$ cat src/rtl/spi_regbank.sv
// Register bank behind the SPI register-access slave: config, sticky events,
// write counter, hw snapshot and ID, plus fast-command decode and status byte.
module spi_regbank #(
  parameter int          ADDR_W = 3,
  parameter int          REG_W  = 8,
  parameter int unsigned ID     = 'h5A
) (
  input  logic                 clk,
  input  logic                 nrst,
  input  logic [ADDR_W-1:0]    reg_addr,
  input  logic [REG_W-1:0]     reg_data_o,
  input  logic                 reg_data_o_vld,
  input  logic [5:0]           fastcmd,
  input  logic                 fastcmd_vld,
  output logic [REG_W-1:0]     reg_data_i,
  output logic [7:0]           status,
  output logic [4*REG_W-1:0]   cfg_o,
  input  logic [REG_W-1:0]     hw_i,
  input  logic [REG_W-1:0]     evt_i,
  output logic                 start_o,
  output logic                 irq_o
);

  localparam logic [REG_W-1:0] ID_EXT = REG_W'(ID);

  logic [REG_W-1:0]            hw_s1_q, hw_s2_q;
  logic [REG_W-1:0]            evt_s1_q, evt_s2_q, evt_s3_q;
  logic [3:0][REG_W-1:0]       cfg_q, cfg_d;
  logic [REG_W-1:0]            sticky_q, sticky_d;
  logic [REG_W-1:0]            wr_cnt_q, wr_cnt_d;
  logic [REG_W-1:0]            snap_q, snap_d;
  logic                        ro_err_q, ro_err_d;
  logic                        seen_q, seen_d;
  logic                        start_q, start_d;
  logic                        irq_q, irq_d;
  logic [REG_W-1:0]            rdata_q, rdata_d;
  logic [7:0]                  status_q, status_d;

  logic cmd_soft, cmd_clr, cmd_go, cmd_snap;
  logic wr_cfg, wr_w1c, wr_ro;
  logic [REG_W-1:0] evt_rise;

  assign cmd_soft = fastcmd_vld && (fastcmd == 6'h01);
  assign cmd_clr  = fastcmd_vld && (fastcmd == 6'h02);
  assign cmd_go   = fastcmd_vld && (fastcmd == 6'h03);
  assign cmd_snap = fastcmd_vld && (fastcmd == 6'h04);
  assign wr_cfg   = reg_data_o_vld && !reg_addr[2];
  assign wr_w1c   = reg_data_o_vld && (reg_addr == ADDR_W'(5));
  assign wr_ro    = reg_data_o_vld && reg_addr[2] && (reg_addr != ADDR_W'(5));
  assign evt_rise = evt_s2_q & ~evt_s3_q;

  always_comb begin
    cfg_d    = cfg_q;
    sticky_d = sticky_q;
    wr_cnt_d = wr_cnt_q;
    snap_d   = snap_q;
    ro_err_d = ro_err_q;
    seen_d   = seen_q;
    if (wr_cfg) cfg_d[reg_addr[1:0]] = reg_data_o;
    if (wr_w1c) sticky_d = sticky_q & ~reg_data_o;
    if (wr_cfg || wr_w1c) wr_cnt_d = wr_cnt_q + 1'b1;
    if (wr_ro) ro_err_d = 1'b1;
    if (cmd_go) seen_d = 1'b1;
    if (cmd_snap) snap_d = hw_s2_q;
    if (cmd_clr) begin
      sticky_d = '0;
      ro_err_d = 1'b0;
      seen_d   = 1'b0;
    end
    // Event edges beat both W1C and the clear command.
    sticky_d = sticky_d | evt_rise;
    // Soft reset beats everything, including a write in the same cycle.
    if (cmd_soft) begin
      cfg_d    = '0;
      sticky_d = '0;
      wr_cnt_d = '0;
      snap_d   = '0;
      ro_err_d = 1'b0;
      seen_d   = 1'b0;
    end
  end

  always_comb begin
    rdata_d = '0;
    case (reg_addr)
      ADDR_W'(0): rdata_d = cfg_q[0];
      ADDR_W'(1): rdata_d = cfg_q[1];
      ADDR_W'(2): rdata_d = cfg_q[2];
      ADDR_W'(3): rdata_d = cfg_q[3];
      ADDR_W'(4): rdata_d = snap_q;
      ADDR_W'(5): rdata_d = sticky_q;
      ADDR_W'(6): rdata_d = wr_cnt_q;
      default:    rdata_d = ID_EXT;
    endcase
  end

  assign irq_d    = |(sticky_q & cfg_q[3]);
  assign status_d = {irq_d, ro_err_q, seen_q, wr_cnt_q[4:0]};
  assign start_d  = cmd_go;

  always_ff @(posedge clk or negedge nrst) begin
    if (!nrst) begin
      hw_s1_q  <= '0;
      hw_s2_q  <= '0;
      evt_s1_q <= '0;
      evt_s2_q <= '0;
      evt_s3_q <= '0;
      cfg_q    <= '0;
      sticky_q <= '0;
      wr_cnt_q <= '0;
      snap_q   <= '0;
      ro_err_q <= 1'b0;
      seen_q   <= 1'b0;
      start_q  <= 1'b0;
      irq_q    <= 1'b0;
      rdata_q  <= '0;
      status_q <= '0;
    end else begin
      hw_s1_q  <= hw_i;
      hw_s2_q  <= hw_s1_q;
      evt_s1_q <= evt_i;
      evt_s2_q <= evt_s1_q;
      evt_s3_q <= evt_s2_q;
      cfg_q    <= cfg_d;
      sticky_q <= sticky_d;
      wr_cnt_q <= wr_cnt_d;
      snap_q   <= snap_d;
      ro_err_q <= ro_err_d;
      seen_q   <= seen_d;
      start_q  <= start_d;
      irq_q    <= irq_d;
      rdata_q  <= rdata_d;
      status_q <= status_d;
    end
  end

  assign cfg_o      = cfg_q;
  assign reg_data_i = rdata_q;
  assign status     = status_q;
  assign start_o    = start_q;
  assign irq_o      = irq_q;

endmodule

$ cat config.mk
export PLATFORM = sky130hd
export DESIGN_NAME = spi_regbank
export DESIGN_NICKNAME = d
export VERILOG_FILES = /design/src/rtl/spi_regbank.sv
export SDC_FILE = /design/constraint.sdc
export NUM_CORES = 1
export LEC_CHECK = 0
export CAP_MARGIN = 20
export CORE_ASPECT_RATIO = 2
export CORE_MARGIN = 1
export CORE_UTILIZATION = 51
export DETAILED_ROUTE_END_ITERATION = 8
export GPL_TIMING_DRIVEN = 0
export PLACE_DENSITY = 0.79
export SYNTH_ARGS = -nofsm -noshare
export SYNTH_HDL_FRONTEND = slang
export SYNTH_SLANG_ARGS = --single-unit
export TNS_END_PERCENT = 50
$ cat constraint.sdc
create_clock -name clk -period 1.55 [get_ports clk]
set_clock_uncertainty 0.2 [all_clocks]
set_input_delay 0.31 -clock clk [delete_from_list [all_inputs] [get_ports clk]]
set_output_delay 0.31 -clock clk [all_outputs]
set_load 0.01 [all_outputs]
==> summary.txt, run 1 <==
Setup path
  – Reg2reg start: wr_cnt_q[0]$_DFFE_PN0P_
  – Critical Path RT: 1.63 ns
  – Reg2reg path depth: 5
  – Crit path to: sticky_q[7]$_DFF_PN0_
  – Worst setup EP type: flop
  – Setup CP Type: in2reg
  – Worst flop-to-flop path endpoint: wr_cnt_q[6]$_DFFE_PN0P_
  – Worst reg2reg setup slack: -0.03 ns
  – Worst Setup SP: fastcmd[3]
  – Worst EP arrival: around 1.8 ns
  – Startpoint types: input pin
  – CP max FO: 6

Finish
  – Layout area overhead: 47.2%
  – Nets: 579
  – Finished Layout Cells: between 600 and 700
  – Ant. Diodes: 0
  – Commonest non-fill, non-tap cells in the layout: 108 x dfrtp_1, 90 x nand2_1, 34 x buf_2
  – Layout cell share with drive strength beyond 1: 0.365
  – Commonest non-fill, non-tap cell in the layout: dfrtp_1
  – Post-route design area: around 0.0067 mm^2
  – Post-layout util: 0.780
  – Fill count: 540

Clock tree
  – Max clock buf depth: 2
  – Reg clk slew, reported paths: around 0.06 ns
  – Worst-Skew Late Latency: 0.41 ns
  – H-tree depth: 4
  – Clock Sinks: about 120
  – CTS tree: yes
  – CTS buffer count: 17
  – Clock Root Buffer: clkbuf_16

Drt
  – Vias: between 4000 and 5000
  – Drt first pass iters: 5
  – Wirelength per Cell: 24.1 um
  – Antenna-violating nets left: 0
  – Routed wire length: between 15 and 20 mm
  – DRT iter0 DRCs: approximately 340
  – Via density: ~6.3
  – DRC violations left: 0

Logic synthesis
  – Synth Area per Inst: 11.0 um^2
  – Number of flops mapped to enable cells by yosys: 0
  – Top FF cell, synth: dfrtp_1
  – Synth Area in Compound Gates: 0.137
  – Largest family of logic cells by synthesized area: simple AND/OR/NAND/NOR gates
  – Post-synthesis sequential element count: about 120
  – Mapped Area: 0.00458 mm^2
  – Syn Nets: between 400 and 500
  – Seq/Total Area, Yosys: 0.628
  – Synth Area in Adders: 0.00273
  – Synth Area in XOR/XNOR: 0.0153
  – Top post-synthesis cells by area: dfrtp_1 63%, nand2_1 7.5%, a21oi_1 4.5%
  – Yosys top cell area share: 0.628
  – Ys Warns: 0
  – Post-synth ARST share: 1.00
  – Synth Instances: roughly 420
  – Leading area contributor after synthesis: dfrtp_1
  – Synth cell types: between 40 and 50
  – Simple-Gate Fraction of Synth Area: 0.147
  – Mux cell area share after synthesis: 0.0352

Worst hold path
  – Min-Delay Path Class: in2reg

Timing
  – Min Tclk post-route: 1.68 ns
  – Slew @ Worst Pin: around 0.52 ns
  – Final Cycle Share: 1.08
  – Final Worst Setup Slack: -0.129 ns
  – Slew HR: 0.657
  – Final hold vios: 0
  – WHS: between 0.1 and 0.15 ns
  – Slew Limit Fails: 0
  – RSZ-0062 raised after global routing: yes
  – Max frequency: about 600 MHz
  – Setup TNS: -3.76 ns
  – # setup viols final: 49

Run status
  – Violated checks: negative setup slack
  – Status: finished, violations left

Floorplanning
  – # rows: between 40 and 50
  – Initial Util: 0.530
  – IO Count: 87
  – Die span in y: about 140 um
  – Die ar.: about 0.0094 mm^2
  – Area of the core: 0.00865 mm^2
  – Die Span X: around 69 um

Power
  – VDD IR max: 1300 uV
  – Total chip power: between 9 and 10 mW
  – Leak: between 2 and 3 nW
  – Pwr Density: about 1400 mW/mm^2

GRT
  – Global Route Usage Sum: 0.350
  – Total grt overflow: 0
  – Number of global-route vias before repair: 4355
  – First-pass GRT wire length: 23.9 mm
  – Initial antenna violation count: 0
  – Largest net degree at the start of global routing: 65

Placed design
  – RePlAce Congestion: between 0.9 and 1
  – DP Area: 0.00559 mm^2
  – Port Buffers: between 80 and 90
  – Post-place setup slack: -1.04 ns
  – Dpl hpwl: 9.65 mm
  – Dpl cells: roughly 600

Run
  – Max cap viols: 0
==> routing by layer <==
layer / vias to the layer above / GRT usage / wire (um)
met5: - / 0 / 0
met4: 0 / 0.306 / 1260
met3: 88 / 0.0719 / 847
met2: 269 / 0.617 / 8720
met1: 2035 / 0.342 / 4920
li1: 1704 / - / -
==> repair_timing <==
action                                 in CTS  in global routing
endpoints found under the hold margin      51                  0
hold buffers                                1                  0
setup endpoints to repair                 117                130
resized for setup                         275                 55
buffers inserted                           21                  2
gates cloned                                7                  1
pin swaps                                  14                  9
==> cells by family after synthesis <==
family,after synthesis
buf+inv,35
mux,12
simple gates,148
xor+xnor,8
compound gates,97
fa+ha+maj,1
flops,115
==> final cells by class <==
cell class | instances | area (um^2) | share of cell area
clock buffer | 20 | 447 | 0.0662
sequential | 115 | 2890 | 0.428
inverter | 11 | 41.3 | 0.00612
tap | 100 | 125 | 0.0185
multi-input combinational | 267 | 1940 | 0.287
buffer | 16 | 158 | 0.0234
clock inverter | 12 | 131 | 0.0195
timing repair buffer | 113 | 1020 | 0.152
==> state kept, by name (all words and copies together), names as in the netlist <==
name        flops
reg_data_i      8
irq_o           1
evt_s1_q        8
sticky_q        8
seen_q          1
snap_q          8
hw_s2_q         8
hw_s1_q         8
evt_s2_q        8
wr_cnt_q        8
ro_err_q        1
evt_s3_q        8
start_o         1
status          7
cfg_o          32
==> where the power goes <==
part	total [mW]	switching [mW]	internal [mW]
combinational	1.96	1.01	0.954
sequential	3.82	0.367	3.46
clock	3.78	1.38	2.41
==> cell usage after synthesis (9+ instances only) <==
library cell	n
nor2_1	19
clkbuf_1	13
dfrtp_1	115
nand2_1	92
a31oi_1	9
a22oi_1	9
a21oi_1	41
o21ai_0	10
inv_1	11
nor2b_1	12
==> worst min-delay path by stage <==
stage,cells past startpoint,endpoint,startpoint
floorplan,0,cfg_o[0]$_DFFE_PN0P_,nrst
global placement,0,hw_s2_q[1]$_DFF_PN0_,hw_s1_q[1]$_DFF_PN0_
detailed placement,0,hw_s2_q[5]$_DFF_PN0_,hw_s1_q[5]$_DFF_PN0_
CTS,1,evt_s1_q[2]$_DFF_PN0_,evt_i[2]
global route,1,evt_s1_q[5]$_DFF_PN0_,evt_i[5]
finish,1,evt_s1_q[2]$_DFF_PN0_,evt_i[2]
==> critical path, stage by stage <==
cell	delay, ns
buf_6	0.09
or4b_4	0.58
nor4b_4	0.33
buf_6	0.23
buf_6	0.13
o32ai_1	0.09
Note: power is estimated with default switching activity, not from simulation.
==> run 2: changes to the inputs <==
--- a/config.mk
+++ b/config.mk
@@ -6,7 +6,7 @@
 export NUM_CORES = 1
 export LEC_CHECK = 0
 export CAP_MARGIN = 20
-export CORE_ASPECT_RATIO = 2
+export CORE_ASPECT_RATIO = 0.7
 export CORE_MARGIN = 1
 export CORE_UTILIZATION = 51
 export DETAILED_ROUTE_END_ITERATION = 8
==> run 2 against run 1 <==
The run ends with negative hold slack, negative setup slack left. Total power shrank 1.8%. Largest power group is now the clock network. Largest cell class unchanged. Critical path type unchanged. Worst hold slack lost 0.31 ns. First-iteration DRC count grew 36%. Non-clock buffer count grew 4.
==> summary.txt, run 2 (synthesis gave the netlist of run 1 again) <==
Timing
  – Slew @ Worst Pin: roughly 0.9 ns
  – Final hold vios: approximately 70
  – Slew HR: 0.415
  – Min Tclk post-route: 1.69 ns
  – Final Worst Setup Slack: -0.143 ns
  – Max frequency: between 500 and 600 MHz
  – # setup viols final: 29
  – Final Cycle Share: 1.09
  – WHS: -0.167 ns
  – RSZ-0062 raised after global routing: yes
  – Slew Limit Fails: 0

GRT
  – Global Route Usage Sum: 0.326
  – First-pass GRT wire length: between 20 and 25 mm
  – Largest net degree at the start of global routing: 71
  – Number of global-route vias before repair: roughly 3900
  – Initial antenna violation count: 0
  – Total grt overflow: 0

Floorplanning
  – Area of the core: about 0.0086 mm^2
  – Initial Util: 0.534
  – # rows: 28
  – Die ar.: 0.00937 mm^2
  – Die span in y: ~81 um
  – Die Span X: 115 um
  – IO Count: between 80 and 90

Finish
  – Nets: just under 600
  – Layout area overhead: 47.8%
  – Post-route design area: between 0.006 and 0.007 mm^2
  – Commonest non-fill, non-tap cells in the layout: 111 x dfrtp_1, 90 x nand2_1, 35 x buf_2
  – Post-layout util: 0.789
  – Ant. Diodes: 0
  – Layout cell share with drive strength beyond 1: 0.349
  – Commonest non-fill, non-tap cell in the layout: dfrtp_1
  – Max reg flops: 32

Power
  – Pwr Density: around 1400 mW/mm^2
  – Total chip power: between 9 and 10 mW
  – VDD IR max: 927 uV
  – Leak: 2.98 nW

Setup path
  – Worst EP arrival: roughly 1.8 ns
  – Setup CP Type: in2reg
  – Critical Path RT: 1.63 ns
  – Worst reg2reg setup slack: roughly 0.01 ns
  – CP max FO: 5
  – Reg2reg start: cfg_o[24]$_DFFE_PN0P_
  – Reg2reg path depth: 4
  – Worst setup EP type: flop
  – Startpoint types: input pin
  – Worst Setup SP: fastcmd[5]
  – Crit path to: sticky_q[3]$_DFF_PN0_
  – Worst flop-to-flop path endpoint: reg_data_i[0]$_DFF_PN0_

Drt
  – Routed wire length: about 14 mm
  – Vias: about 4000
  – DRC violations left: 0
  – DRT iter0 DRCs: 467
  – Via density: 5.80
  – Drt first pass iters: 5
  – Antenna-violating nets left: 0
  – Wirelength per Cell: 20.9 um

Clock tree
  – Reg clk slew, reported paths: around 0.05 ns
  – Clock Sinks: 115
  – Max clock buf depth: 2
  – CTS tree: yes
  – Worst-Skew Late Latency: 0.41 ns
  – H-tree depth: 4
  – Clock Root Buffer: clkbuf_16
  – CTS buffer count: 17

Run status
  – Violated checks: negative hold slack, negative setup slack
  – Status: finished, violations left

Run
  – Max cap viols: 0

Placed design
  – DP Area: around 0.0056 mm^2
  – Dpl hpwl: roughly 8.4 mm
  – Post-place setup slack: -0.997 ns
  – RePlAce Congestion: 0.886
  – Port Buffers: 85

Worst hold path
  – Min-Delay Path Class: in2async
run 2: cell types whose count changed in the layout (fill, tap and decap cells not counted), moves of 3 or more:
cell      before  now
nor2_4         7    4
clkbuf_8       3    6
a21oi_1        7   11
dfrtp_2        7    4
dfrtp_1      108  111
a21oi_4        5    1
run 2: final cells by class:
cell class	count	area (um^2)
buffer	18	170
clock buffer	22	484
clock inverter	8	103
fill	515	1810
inverter	11	41.3
multi-input combinational	267	1890
sequential	115	2880
tap	120	150
timing repair buffer	115	1060
run 2: how the worst min path moves through the flow:
stage                                      from                     to  slack, ns  cells past startpoint
after floorplan                            nrst   cfg_o[0]$_DFFE_PN0P_      -0.19                      0
after CTS                                  nrst    status[3]$_DFF_PN0_      -0.15                      1
after global routing                       nrst    status[3]$_DFF_PN0_      -0.09                      1
after global placement     hw_s1_q[5]$_DFF_PN0_   hw_s2_q[5]$_DFF_PN0_       0.13                      0
final                                      nrst    status[4]$_DFF_PN0_      -0.17                      1
after detailed placement  evt_s1_q[7]$_DFF_PN0_  evt_s2_q[7]$_DFF_PN0_       0.13                      0
run 2: critical path: stages:
cell and delay [ns]:
buf_6 0.09, or4b_4 0.56, nor4b_4 0.31, buf_6 0.19, buf_12 0.13, buf_6 0.11, o32ai_4 0.07
run 2: timing repair:
action,CTS,global route
buffers inserted,23,7
setup endpoints to repair,116,68
pin swaps,17,10
endpoints found under the hold margin,69,69
gates cloned,5,1
gates resized for setup,279,41
run 2: where the power goes:
part	leakage (nW)	internal, mW	switching, mW
combinational	1.36	0.855	0.908
sequential	1.34	3.45	0.358
clock	0.284	2.51	1.31
total	2.98	6.82	2.57
run 2: through the flow:
step,TNS [ns],instances
after floorplan,-15.64,416
after global placement,-540.05,621
after detailed placement,-57.77,623
after CTS,-4.81,675
after global routing,-4.68,676
final,-2.92,676
run 2: layer usage:
layer,vias to the layer above,track usage,part of all wire,wire [um]
li1,1719,-,-,-
met1,1949,0.445,0.41,5800
met2,211,0.502,0.48,6740
met3,41,0.0701,0.086,1210
met4,0,0.161,0.028,393
met5,-,0,0,0
==> run 3: changes to the inputs <==
--- a/config.mk
+++ b/config.mk
@@ -9,6 +9,7 @@
 export CORE_ASPECT_RATIO = 0.7
 export CORE_MARGIN = 1
 export CORE_UTILIZATION = 51
+export CTS_CLUSTER_DIAMETER = 120
 export DETAILED_ROUTE_END_ITERATION = 8
 export GPL_TIMING_DRIVEN = 0
 export PLACE_DENSITY = 0.79
==> results of run 3 <==
The final DEF is identical to that of run 2; final timing and power are the same.
